--- src/rtl/arbitro_eventos.sv ---
// Event front end for the needs controller: synchronizes and debounces the
// raw buttons and the proximity sensor, detects long presses on test and
// reset, and arbitrates events by fixed priority into a small command FIFO.
// It also owns the normal/test mode flag and the soft-reset pulse.
module arbitro_eventos #(
  parameter int unsigned DEBOUNCE_CYCLES   = 500000,
  parameter int unsigned LONG_PRESS_CYCLES = 250000000,
  parameter int unsigned FIFO_DEPTH        = 4
) (
  input  logic       clk,
  input  logic       rst_n,
  input  logic       boton_curar,
  input  logic       boton_alimentar,
  input  logic       boton_limpiar,
  input  logic       boton_dormir,
  input  logic       boton_test,
  input  logic       boton_reset,
  input  logic       cercania,
  input  logic       cmd_ready,
  output logic       cmd_valid,
  output logic [2:0] cmd_code,
  output logic       modo_test,
  output logic       reset_pulse,
  output logic       evento_perdido
);

  // Input index order doubles as arbitration priority (lowest index wins):
  // 0 curar, 1 alimentar, 2 limpiar, 3 dormir, 4 jugar (cercania),
  // 5 test, 6 reset. Reset never produces a command, only a long press.
  localparam int NIN      = 7;
  localparam int NEV      = 6;
  localparam int IDX_TEST = 5;
  localparam int IDX_RST  = 6;
  localparam int DBW      = (DEBOUNCE_CYCLES > 1) ? $clog2(DEBOUNCE_CYCLES) : 1;
  localparam int LPW      = $clog2(LONG_PRESS_CYCLES + 1);
  localparam int AW       = (FIFO_DEPTH > 1) ? $clog2(FIFO_DEPTH) : 1;
  localparam int CW       = $clog2(FIFO_DEPTH + 1);

  logic [NIN-1:0] w_raw;
  logic [NIN-1:0] r_sync1, r_sync2, r_db;
  logic [NEV-1:0] r_db_d;
  logic [DBW-1:0] r_db_cnt [NIN];
  logic [LPW-1:0] r_lp_test, r_lp_rst;
  logic [NEV-1:0] w_rise, w_ev, w_grant, r_pend;
  logic [2:0]     w_grant_code;
  logic           w_fire_test, w_fire_rst;
  logic           w_full, w_push, w_pop, w_merge;
  logic [2:0]     r_mem [FIFO_DEPTH];
  logic [AW-1:0]  r_wr_ptr, r_rd_ptr;
  logic [CW-1:0]  r_count;
  logic           r_modo, r_lost;

  assign w_raw = {boton_reset, boton_test, cercania, boton_dormir,
                  boton_limpiar, boton_alimentar, boton_curar};

  // Two-flop synchronizer followed by a per-input stability counter.
  always_ff @(posedge clk or negedge rst_n) begin
    if (!rst_n) begin
      r_sync1 <= '0;
      r_sync2 <= '0;
      r_db    <= '0;
      r_db_d  <= '0;
      for (int i = 0; i < NIN; i++) r_db_cnt[i] <= '0;
    end else begin
      r_sync1 <= w_raw;
      r_sync2 <= r_sync1;
      r_db_d  <= r_db[NEV-1:0];
      for (int i = 0; i < NIN; i++) begin
        if (r_sync2[i] != r_db[i]) begin
          if (r_db_cnt[i] == DBW'(DEBOUNCE_CYCLES - 1)) begin
            r_db[i]     <= r_sync2[i];
            r_db_cnt[i] <= '0;
          end else begin
            r_db_cnt[i] <= r_db_cnt[i] + 1'b1;
          end
        end else begin
          r_db_cnt[i] <= '0;
        end
      end
    end
  end

  // Long-press counters saturate one past the fire value so each hold fires once.
  always_ff @(posedge clk or negedge rst_n) begin
    if (!rst_n) begin
      r_lp_test <= '0;
      r_lp_rst  <= '0;
    end else begin
      if (!r_db[IDX_TEST])                            r_lp_test <= '0;
      else if (r_lp_test != LPW'(LONG_PRESS_CYCLES))  r_lp_test <= r_lp_test + 1'b1;
      if (!r_db[IDX_RST])                             r_lp_rst  <= '0;
      else if (r_lp_rst != LPW'(LONG_PRESS_CYCLES))   r_lp_rst  <= r_lp_rst + 1'b1;
    end
  end

  assign w_fire_test = r_db[IDX_TEST] && (r_lp_test == LPW'(LONG_PRESS_CYCLES - 1));
  assign w_fire_rst  = r_db[IDX_RST]  && (r_lp_rst  == LPW'(LONG_PRESS_CYCLES - 1));

  // In test mode only test_step survives; in normal mode test presses are silent.
  assign w_rise = r_db[NEV-1:0] & ~r_db_d;
  assign w_ev   = {w_rise[IDX_TEST] & r_modo, w_rise[IDX_TEST-1:0] & {IDX_TEST{~r_modo}}};

  // Fixed-priority pick of the lowest-index pending bit.
  always_comb begin
    w_grant      = '0;
    w_grant_code = 3'd0;
    for (int k = NEV - 1; k >= 0; k--) begin
      if (r_pend[k]) begin
        w_grant      = NEV'(1) << k;
        w_grant_code = 3'(k + 1);
      end
    end
  end

  assign cmd_valid = (r_count != '0);
  assign cmd_code  = cmd_valid ? r_mem[r_rd_ptr] : 3'd0;
  assign w_full    = (r_count == CW'(FIFO_DEPTH));
  assign w_pop     = cmd_valid && cmd_ready && !w_fire_rst;
  assign w_push    = (|r_pend) && (!w_full || w_pop) && !w_fire_rst;
  // An event whose bit is being pushed this cycle refills it rather than merging.
  assign w_merge   = |(w_ev & r_pend & ~(w_grant & {NEV{w_push}}));

  // Pending bits, FIFO, mode and sticky loss flag; a reset long press overrides all.
  always_ff @(posedge clk or negedge rst_n) begin
    if (!rst_n) begin
      r_pend   <= '0;
      r_wr_ptr <= '0;
      r_rd_ptr <= '0;
      r_count  <= '0;
      r_modo   <= 1'b0;
      r_lost   <= 1'b0;
      for (int i = 0; i < FIFO_DEPTH; i++) r_mem[i] <= 3'd0;
    end else if (w_fire_rst) begin
      r_pend   <= '0;
      r_wr_ptr <= '0;
      r_rd_ptr <= '0;
      r_count  <= '0;
      r_modo   <= 1'b0;
      r_lost   <= 1'b0;
    end else begin
      r_pend <= (r_pend & ~(w_grant & {NEV{w_push}})) | w_ev;
      if (w_merge)     r_lost <= 1'b1;
      if (w_fire_test) r_modo <= 1'b1;
      if (w_push) begin
        r_mem[r_wr_ptr] <= w_grant_code;
        r_wr_ptr        <= r_wr_ptr + 1'b1;
      end
      if (w_pop) r_rd_ptr <= r_rd_ptr + 1'b1;
      case ({w_push, w_pop})
        2'b10:   r_count <= r_count + 1'b1;
        2'b01:   r_count <= r_count - 1'b1;
        default: r_count <= r_count;
      endcase
    end
  end

  assign modo_test      = r_modo;
  assign evento_perdido = r_lost;
  assign reset_pulse    = w_fire_rst;

endmodule

--- config.mk ---
export PLATFORM = sky130hd
export DESIGN_NAME = arbitro_eventos
export DESIGN_NICKNAME = d
export VERILOG_FILES = /design/src/rtl/arbitro_eventos.sv
export SDC_FILE = /design/constraint.sdc
export NUM_CORES = 1
export LEC_CHECK = 0
export BUFFER_PORTS_ARGS = -buffer_cell sky130_fd_sc_hd__buf_2
export CAP_MARGIN = 10
export CORE_MARGIN = 5
export CORE_UTILIZATION = 25
export DETAILED_ROUTE_END_ITERATION = 7
export RECOVER_POWER = 25
export SYNTH_ARGS = -nofsm -noshare
export SYNTH_HDL_FRONTEND = slang
export SYNTH_SLANG_ARGS = --single-unit
export TNS_END_PERCENT = 5
--- constraint.sdc ---
create_clock -name clk -period 6.5 [get_ports clk]
set_input_delay 0.65 -clock clk [delete_from_list [all_inputs] [get_ports clk]]
set_output_delay 0.65 -clock clk [all_outputs]
set_load 0.02 [all_outputs]
==> results of run 1 <==
==> sequential cells by signal (all words and copies together) (netlist names) <==
register,count
r_sync1,7
evento_perdido,1
r_pend,6
r_wr_ptr,2
r_rd_ptr,2
r_sync2,7
r_db_d,6
modo_test,1
r_db,7
r_lp_rst,28
r_mem,12
r_count,3
r_db_cnt,133
r_lp_test,28
==> how the worst min path moves through the flow <==
stage / startpoint / endpoint / slack [ps]
floorplan: r_sync1[0] / r_sync2[0] / 330
finish: rst_n / r_sync1[5] / 180
global route: boton_curar / r_sync1[0] / 190
global placement: r_sync1[6] / r_sync2[6] / 340
detailed placement: r_sync1[6] / r_sync2[6] / 340
CTS: boton_curar / r_sync1[0] / 180
==> cells in the final DEF (no fill, tap or decap), types with 16 or more instances in the layout <==
| cell type | count |
|---|---|
| a21oi_1 | 20 |
| and2_1 | 28 |
| and3_1 | 30 |
| and4_1 | 16 |
| clkbuf_16 | 27 |
| dfrtp_1 | 243 |
| inv_1 | 41 |
| nand2_1 | 57 |
| nand3_1 | 83 |
| nand4_1 | 40 |
| nor2_1 | 213 |
| nor3_1 | 31 |
| xnor2_1 | 89 |
| xor2_1 | 85 |
==> metal layers <==
layer  part of all wire (%)  vias to the layer above  GRT usage (%)
li1                       -                     3990              -
met1                     50                     3901          11.84
met2                     45                       74          14.01
met3                    2.5                       39          1.346
met4                    2.4                        0          2.076
met5                      0                        -              0
==> power by group <==
part           switching, mW  total, mW  leakage, nW  internal, mW
Combinational          0.130      0.215         1.93        0.0857
Clock                  0.624       1.57        0.461         0.951
Sequential            0.0434       1.59         3.30          1.54
==> kinds of logic (layout without fill, tap and decap cells) <==
| logic type | Yosys count | after routing | synth area share [%] |
|---|---|---|---|
| simple gates | 590 | 590 | 26.07 |
| flops | 243 | 243 | 51.76 |
| xor+xnor | 174 | 174 | 12.97 |
| buf+inv | 71 | 111 | 2.375 |
| compound gates | 46 | 46 | 2.332 |
| mux | 26 | 26 | 2.726 |
| fa+ha+maj | 16 | 16 | 1.768 |
==> final cells by class <==
type,count,area share (%)
Clock buffer,32,5.319
Clock inverter,18,1.602
Inverter,41,1.146
Multi-Input combinational cell,852,40.12
Sequential cell,243,45.27
Tap cell,607,5.654
Timing Repair Buffer,20,0.8942
==> metrics.md, run 1 <==
| Metric | Value |
|---|---|
| Status | complete, no violations |
| Crit path capture | r_count[2] |
| RSZ-0062 raised after global routing | no |
| Rel. slew slack | 40.50% |
| Starting Density | 25.24% |
| Synth Register Bits | 243 |
| Post-Syn Nets | 1192 |
| TritonCTS Sinks | 243 |
| Final wirelength | 21910 um |
| Post-Place Setup Slack | 3380 ps |
| Post-layout instance area | 13430 sq um |
| Post-synthesis async set-or-reset flop share | 100.0% |
| Final std cells w/o fill | 1813 |
| Critical Path Start | r_lp_rst[0] |
| CP top delay family | simple AND/OR/NAND/NOR gates |
| Ports | 17 |
| Setup bufs post-CTS | 0 |
| Final period util | 47.89% |
| Yosys top cell area share | 51.76% |
| Die height | 226.8 um |
| Synth cell types | 57 |
| Final core utilization | 28.85% |
| Crit path launch type | flip-flop |
| Crit-path slowest cell | nor2_1 |
| Worst hold slack | 183.1 ps |
| Max VDD drop | 0.1411 mV |
| Worst-skew pair later-pin latency | 530 ps |
| CP max stage delay | 540 ps |
| First-pass GRT wire length | 38280 um |
| Worst Hold Class | in2async |
| Post-synth top cells | dfrtp_1, nor2_1, xnor2_1, xor2_1, nand3_1 |
| Count leader, synth | dfrtp_1 |
| Grt total ovfl | 0 |
| Share of cells above drive strength 1 | 8.292% |
| Levels on crit path | 10 |
| Port Buf Inserts | 16 |
| Post-synth EDFFs | 0 |
| Number of cells after detailed placement | 1763 |
| Vias | 8004 |
| Antenna viol nets, final | 0 |
| Largest net degree at the start of global routing | 113 |
| Worst R2R Setup Slack | 3390 ps |
| Die width | 226.8 um |
| Area post-placement | 12500 sq um |
| FP Rows | 79 |
| CP Buf/Inv Count | 1 |
| Largest cells by area after synthesis | dfrtp_1, nor2_1, xnor2_1, xor2_1, nand3_1 |
| Final setup vio count | 0 |
| CTS tree | yes |
| Critical path class | reg2reg |
| Final min period | 3113 ps |
| CTS buffer count | 27 |
| Placer Congestion | 0.7974 |
| Hold Buf Count CTS | 0 |
| Post-CTS Resized | 0 |
| Filler cells | 4738 |
| Fmax | 321.2 MHz |
| R2R cell count | 10 |
| Power Density | 251.4 nW/um^2 |
| Final number of max-transition violations | 0 |
| Synth area leader | dfrtp_1 |
| Drt pass-1 iters | 5 |
| Worst reg2reg path endpoint | r_count[2] |
| Mapped Area | 11750 sq um |
| Worst Skew | 24.23 ps |
| H-tree Lvls | 1 |
| Hpwl dp | 14590 um |
| Via density | 4.415 |
| # DRC | 0 |
| RR Startpoint | r_lp_rst[0] |
| YS warnings | 0 |
| Vias in the first global route | 8091 |
| Primary FF master, synth | dfrtp_1 |
| Die area | 51430 sq um |
| CP Data Required Time | 6970 ps |
| Core area | 46560 sq um |
| Root buf cell | clkbuf_16 |
| Post-synthesis sequential area ratio | 51.76% |
| Post-route setup slack | 3387 ps |
| Tot GR Track Use | 8.526% |
| Clock transition at path regs | 60 ps |
| Storage cell area | 6081 sq um |
| Worst-path cell chain | ha_1 > nand3_1 > nor2_1 > and4_1 > buf_4 > nor3_1 > fa_1 > o31a_1 > o221a_2 > nor2_1 |
| P_leak | 5.692 nW |
| Area of the multi-input gates | 5389 sq um |
| Antenna cell count | 0 |
| Actual slew at the worst max-slew pin | 892.5 ps |
| Crit path capture type | flip-flop |
| Cells after Synth | 1166 |
| Nets@finish | 1211 |
| Design Power | 3.378 mW |
| Area Overhead vs Synth | 14.33% |
| Final hold violation count | 0 |
| Arrival time at the worst endpoint | 3580 ps |
| Initial DRC count | 515 |
| Antenna violations before repair | 0 |
| CP most frequent cell | nor2_1 |
| Fin Setup TNS | 0 ps |
| Post-DR wirelength/cell | 12.08 um |
| Syn Area/Cell | 10.08 sq um |
| Max Root-Sink Buffers | 3 |
| Max-Cap Viols | 0 |
| Max Fanout on Critical Path | 20 |
(Power assumes the default switching activity.)
==> run 2: changes to the inputs <==
==> constraint.sdc (replaced) <==
create_clock -name clk -period 2.9 [get_ports clk]
set_input_delay 0.29 -clock clk [delete_from_list [all_inputs] [get_ports clk]]
set_output_delay 0.29 -clock clk [all_outputs]
set_load 0.02 [all_outputs]
==> metrics.md, run 2 (synthesized netlist as in run 1, its figures left out) <==
| Metric | Value |
|---|---|
| Status | finished, violations left |
| Failing checks | capacitance limit, slew limit |
| Clock transition at path regs | 60 ps (about the same) |
| Gate power share | 6.2% (-0.2 points) |
| Arrival time at the worst endpoint | 3160 ps (-420 ps) |
| Hpwl dp | 14480 um (-0.72%) |
| Max Fanout on Critical Path | 4 (-80%) |
| Final number of max-transition violations | 80 (+80) |
| Levels on crit path | 8 (-2) |
| Root buf cell | clkbuf_16 |
| Core area | 46560 sq um (unchanged) |
| Initial DRC count | 511 (-0.78%) |
| Final setup vio count | 0 (unchanged) |
| Post-route setup slack | 199.3 ps (-3188 ps) |
| Psw | 1.830 mW (+130%) |
| Area post-placement | 12590 sq um (+0.68%) |
| Clock power share | 49.5% (+2.9 points) |
| Number of cells after detailed placement | 1771 (+0.45%) |
| Fin Setup TNS | 0 ps (unchanged) |
| Sw Share | 22.72% (-0.87 points) |
| First-pass GRT wire length | 39250 um (+2.5%) |
| Final wirelength | 21670 um (-1.1%) |
| Crit path launch type | flip-flop |
| Antenna cell count | 0 (unchanged) |
| Area of the multi-input gates | 5389 sq um (unchanged) |
| Post-layout instance area | 13720 sq um (+2.2%) |
| Antenna viol nets, final | 0 (unchanged) |
| Rel. slew slack | -37.06% (-78 points) |
| Die width | 226.8 um (unchanged) |
| Commonest non-fill, non-tap cell in the layout | dfrtp_1 |
| P_leak | 5.817 nW (+2.2%) |
| FP Rows | 79 (unchanged) |
| CTS buffer count | 29 (+7.4%) |
| Final core utilization | 29.47% (+0.62 points) |
| Ports | 17 (unchanged) |
| CP top delay family | simple AND/OR/NAND/NOR gates |
| Worst-path cell chain | or4b_4 > nor4_4 > and4_1 > nor3_1 > fa_1 > o31a_1 > o221a_2 > nor2_1 |
| # DRC | 0 (unchanged) |
| Worst hold slack | 152.5 ps (-30.59 ps) |
| Seq pwr share | 44.2% (-2.8 points) |
| Hold Path Depth | 4 |
| Max Root-Sink Buffers | 3 (unchanged) |
| Biggest register | r_db_cnt |
| Worst Hold Class | in2reg |
| Fmax | 370.3 MHz (+15%) |
| Die area | 51430 sq um (unchanged) |
| Final period util | 93.13% (+45 points) |
| Regs by FF count | r_db_cnt: 133 flops, r_lp_rst: 28 flops, r_lp_test: 28 flops |
| Via density | 4.379 (-0.82%) |
| H-tree Lvls | 1 (unchanged) |
| Worst-skew pair later-pin latency | 540 ps (about the same) |
| Commonest non-fill, non-tap cells in the layout | dfrtp_1, nor2_1, xnor2_1 |
| Storage cell area | 6081 sq um (unchanged) |
| Antenna violations before repair | 0 (unchanged) |
| Port Buf Inserts | 16 (unchanged) |
| Crit path capture type | flip-flop |
| Largest register FFs | 133 (unchanged) |
| Share of cells above drive strength 1 | 9.054% (+0.76 points) |
| Filler cells | 4744 (+0.13%) |
| Crit-path slowest cell | or4b_4 |
| RSZ-0062 raised after global routing | no |
| Final hold violation count | 0 (unchanged) |
| TritonCTS Sinks | 243 (unchanged) |
| Vias | 8026 (+0.27%) |
| Tot GR Track Use | 8.780% (+0.25 points) |
| Actual slew at the worst max-slew pin | 2056 ps (+1163 ps) |
| Drt pass-1 iters | 5 (unchanged) |
| R2R cell count | 8 (-2) |
| Largest net degree at the start of global routing | 81 (-28%) |
| Starting Density | 25.24% (unchanged) |
| Post-Place Setup Slack | 203.9 ps (-3176 ps) |
| Die height | 226.8 um (unchanged) |
| Area Overhead vs Synth | 16.79% |
| Final min period | 2701 ps (-412.3 ps) |
| Max VDD drop | 0.5054 mV (+260%) |
| Post-DR wirelength/cell | 11.82 um (-2.2%) |
| Final std cells w/o fill | 1833 (+1.1%) |
| Worst Skew | 14.59 ps (-9.638 ps) |
| CTS tree | yes |
| Max-Cap Viols | 1 (+1) |
| Vias in the first global route | 8237 (+1.8%) |
| Nets@finish | 1229 (+1.5%) |
| Design Power | 8.052 mW (+140%) |
| CP Data Required Time | 3360 ps (-3610 ps) |
| CP max stage delay | 570 ps (+30 ps) |
| Placer Congestion | 0.7736 (-3.0%) |
| Critical path class | reg2reg |
| Power Density | 586.8 nW/um^2 (+130%) |
| Grt total ovfl | 0 (unchanged) |
| Power Internal | 6.223 mW (+140%) |
| CP Buf/Inv Count | 0 (-1) |
## run 2: layout make-up
cell class / count / share of cell area [%]
Clock inverter: 19 / 2.088
Multi-Input combinational cell: 852 / 39.27
Inverter: 41 / 1.122
Tap cell: 607 / 5.535
Sequential cell: 243 / 44.31
Timing Repair Buffer: 36 / 1.924
Clock buffer: 35 / 5.745
## run 2: path summary, 6_finish.rpt
| kind | from | to | slack (ps) |
|---|---|---|---|
| worst max-delay path | r_lp_rst[10] | r_count[2] | 200 |
| worst min-delay path | cmd_ready | r_rd_ptr[0] | 150 |
| worst max register to register | r_lp_rst[10] | r_count[2] | 200 |
| worst min register to register | r_sync1[6] | r_sync2[6] | 350 |
| max in group asynchronous | rst_n | r_db_cnt[62] | 680 |
| min in group asynchronous | rst_n | r_db_cnt[19] | 890 |
## run 2: worst min-delay path: cells and delay by family
| kind | cells | cell delay, ps |
|---|---|---|
| buffers and inverters | 1 | 140 |
| AND/OR/NAND/NOR | 2 | 150 |
| XOR/XNOR | 1 | 60 |
## run 2: metal layers
metal	track usage (%)	vias to the layer above	part of all wire [%]
met3	1.541	34	3.0
met4	2.135	0	2.3
met5	0	-	0
met2	14.33	83	45
li1	-	4021	-
met1	12.18	3888	49
## run 2: what timing repair did
action | 4_1_cts | 5_1_grt
hold buffers | 8 | 0
endpoints found under the setup margin | 0 | 0
endpoints found under the hold margin | 83 | 0
setup buffers | 0 | 0
resized for setup | 0 | 0
## run 2: power by group through the flow
stage / Clock, mW / Combinational [mW] / Sequential [mW]
final: 3.99 / 0.503 / 3.56
after global routing: 4.25 / 0.583 / 3.57
after CTS: 4.10 / 0.525 / 3.56
after detailed placement: 0 / 0.513 / 3.62
after global placement: 0 / 0.505 / 3.62
after floorplan: 0 / 0.361 / 3.58
==> run 3: changes to the inputs <==
--- a/config.mk
+++ b/config.mk
@@ -5,12 +5,15 @@
 export SDC_FILE = /design/constraint.sdc
 export NUM_CORES = 1
 export LEC_CHECK = 0
+export ABC_AREA = 1
 export BUFFER_PORTS_ARGS = -buffer_cell sky130_fd_sc_hd__buf_2
 export CAP_MARGIN = 10
 export CORE_MARGIN = 5
 export CORE_UTILIZATION = 25
+export CTS_BUF_LIST = sky130_fd_sc_hd__clkbuf_4
 export DETAILED_ROUTE_END_ITERATION = 7
 export RECOVER_POWER = 25
+export SKIP_CTS_REPAIR_TIMING = 1
 export SYNTH_ARGS = -nofsm -noshare
 export SYNTH_HDL_FRONTEND = slang
 export SYNTH_SLANG_ARGS = --single-unit
==> metrics.md, run 3 <==
| Metric | Value |
|---|---|
| Largest cells by area after synthesis | dfrtp_1, nand2_1, inv_1, nor2_1, a21oi_1 |
| Die height | 233.2 um (+2.8%) |
| Antenna violations before repair | 0 (unchanged) |
| Rel. slew slack | -9.478% (+28 points) |
| Grt total ovfl | 0 (unchanged) |
| Die area | 54360 sq um (+5.7%) |
| Actual slew at the worst max-slew pin | 1642 ps (-413.7 ps) |
| RSZ-0062 raised after global routing | no |
| Max Fanout on Critical Path | 10 (+6) |
| Post-Syn Nets | 1503 (+26%) |
| Yosys top cell area share | 48.84% (-2.9 points) |
| Share of cells above drive strength 1 | 13.68% (+4.6 points) |
| Max Root-Sink Buffers | 3 (unchanged) |
| Final min period | 2683 ps (-17.89 ps) |
| Synth area leader | dfrtp_1 |
| Hpwl dp | 18230 um (+26%) |
| Vias in the first global route | 9800 (+19%) |
| Count leader, synth | dfrtp_1 |
| Core area | 49050 sq um (+5.4%) |
| Final setup vio count | 0 (unchanged) |
| Max-Cap Viols | 1 (unchanged) |
| Placer Congestion | 0.8283 (+7.1%) |
| Largest net degree at the start of global routing | 67 (-17%) |
| Fin Setup TNS | 0 ps (unchanged) |
| Nets@finish | 1590 (+29%) |
| Max VDD drop | 0.2569 mV (-49%) |
| Mapped Area | 12450 sq um (+6.0%) |
| Power Density | 509.1 nW/um^2 (-13%) |
| CTS buffer count | 61 (+110%) |
| Fmax | 372.7 MHz (+0.67%) |
| Final period util | 92.51% (-0.62 points) |
| Port Buf Inserts | 16 (unchanged) |
| Initial DRC count | 548 (+7.2%) |
| Final number of max-transition violations | 67 (-16%) |
| Crit path capture type | output pin |
| Max Used Layer | met4 |
| Post-synth EDFFs | 0 (unchanged) |
| Post-DR wirelength/cell | 11.33 um (-4.2%) |
| First-pass GRT wire length | 45110 um (+15%) |
| Clock transition at path regs | 70 ps (about the same) |
| Tot GR Track Use | 9.598% (+0.82 points) |
| H-tree Lvls | 2 (+1) |
| Post-synth top cells | dfrtp_1, nand2_1, inv_1, nor2_1, a21oi_1 |
| Antenna cell count | 0 (unchanged) |
| CTS tree | yes |
| Final hold violation count | 0 (unchanged) |
| Met3 WL post-DR | 1059 um (+64%) |
| Regs by FF count | r_db_cnt: 133 flops, r_lp_rst: 28 flops, r_lp_test: 28 flops |
| Worst Skew | 20.75 ps (+6.158 ps) |
| Status | finished, violations left |
| Drt pass-1 iters | 7 (+2) |
| Root buf cell | clkbuf_4 |
| Worst Hold Class | in2reg |
| Starting Density | 25.38% (+0.14 points) |
| DR WL met2 | 11450 um (+16%) |
| # DRC | 0 (unchanged) |
| P_leak | 6.100 nW (+4.9%) |
| Worst-skew pair later-pin latency | 720 ps (+180 ps) |
| Syn Area/Cell | 8.429 sq um (-16%) |
| Synth Register Bits | 243 (unchanged) |
| Area Overhead vs Synth | 14.30% |
| Final wirelength | 25740 um (+19%) |
| Design Power | 7.244 mW (-10%) |
| Ports | 17 (unchanged) |
| Antenna viol nets, final | 0 (unchanged) |
| Primary FF master, synth | dfrtp_1 |
| Via density | 4.378 (about the same) |
| FP Rows | 81 (+2.5%) |
| Routed met1 length | 12590 um (+18%) |
| Commonest non-fill, non-tap cells in the layout | dfrtp_1, nand2_1, inv_1 |
| Arrival time at the worst endpoint | 2390 ps (-770 ps) |
| Cells after Synth | 1477 (+27%) |
| Commonest non-fill, non-tap cell in the layout | dfrtp_1 |
| TritonCTS Sinks | 243 (unchanged) |
| Largest register FFs | 133 (unchanged) |
| Biggest register | r_db_cnt |
| CP Data Required Time | 2610 ps (-750 ps) |
| Vias | 9946 (+24%) |
| Critical path class | reg2out |
| Post-synthesis sequential area ratio | 48.84% (-2.9 points) |
| Synth cell types | 51 (-11%) |
| Failing checks | capacitance limit, slew limit |
| Filler cells | 5301 (+12%) |
| YS warnings | 0 (unchanged) |
| Crit path launch type | flip-flop |
| Die width | 233.2 um (+2.8%) |
| Post-synthesis async set-or-reset flop share | 100.0% (unchanged) |
run 3: cell types whose count changed in the layout (fill, tap and decap cells not counted), sizes merged, moves of 17 or more:
cell,previous run,this run
xor2,85,38
nand4,40,57
nor3,33,79
xnor2,89,14
inv,42,229
and3,30,4
and2,28,0
a21oi,20,102
o21ai,11,75
nand2,57,235
clkbuf,38,96
nand3,83,62
run 3: metrics by stage:
stage / instance area [sq um] / setup WS, ps / cells / hold WS, ps / util [%]
6_report: 14230 / 217.2 / 2272 / 219.5 / 29.01
5_1_grt: 14230 / 17.12 / 2272 / 167.7 / 29.01
4_1_cts: 14190 / 106.7 / 2264 / -534.4 / 28.94
3_5_place_dp: 13430 / 702.8 / 2157 / 271.8 / 27.38
3_3_place_gp: 13430 / 720.8 / 2157 / 274.1 / 27.38
2_1_floorplan: 12450 / 722.7 / 1477 / -5.591 / -
run 3: worst paths after layout:
| path | from | to | slack [ps] | cells after the start |
|---|---|---|---|---|
| min in group asynchronous | rst_n | r_db_cnt[11] | 530 | 2 |
| setup reg to reg | r_lp_rst[0] | r_count[2] | 680 | 12 |
| max in group asynchronous | rst_n | r_sync1[0] | 610 | 3 |
| hold / removal | boton_reset | r_sync1[6] | 220 | 2 |
| hold reg to reg | r_sync1[4] | r_sync2[4] | 340 | 0 |
| setup / recovery | r_lp_rst[0] | reset_pulse | 220 | 9 |
run 3: critical path, cell delays in order (launching register included):
cell and delay [ps]:
dfrtp_1 380, ha_1 200, nand3_2 140, nor2_4 150, nand2_1 60, nor2_1 100
nand2_1 80, buf_4 180, inv_2 160, buf_2 220
run 3: power breakdown:
part | internal, mW | leakage (nW) | switching (mW)
combinational | 0.259 | 2.32 | 0.471
clock | 1.49 | 0.463 | 1.38
sequential | 3.53 | 3.31 | 0.117
run 3: cell families (layout without fill, tap and decap cells):
| group | after synthesis | in the layout | share of synthesized area, % |
|---|---|---|---|
| flops | 243 | 243 | 48.84 |
| buf+inv | 240 | 371 | 7.327 |
| fa+ha+maj | 16 | 16 | 1.668 |
| simple gates | 703 | 703 | 28.17 |
| compound gates | 213 | 213 | 9.427 |
| xor+xnor | 52 | 52 | 3.658 |
| mux | 10 | 10 | 0.9045 |
run 3: per-layer routing:
layer  vias to the layer above  global-route usage [%]
li1                       5071                       -
met1                      4654                   13.10
met2                       166                   15.03
met3                        55                   2.176
met4                         0                   3.304
met5                         -                       0
run 3: cell type report:
cell class,count,area (sq um),share of cell area (%)
Sequential cell,243,6081,42.73
Multi-Input combinational cell,994,5456,38.35
Inverter,228,855.8,6.014
Tap cell,664,830.8,5.838
Clock buffer,89,668.1,4.695
Timing Repair Buffer,36,240.2,1.688
Clock inverter,18,97.59,0.6858
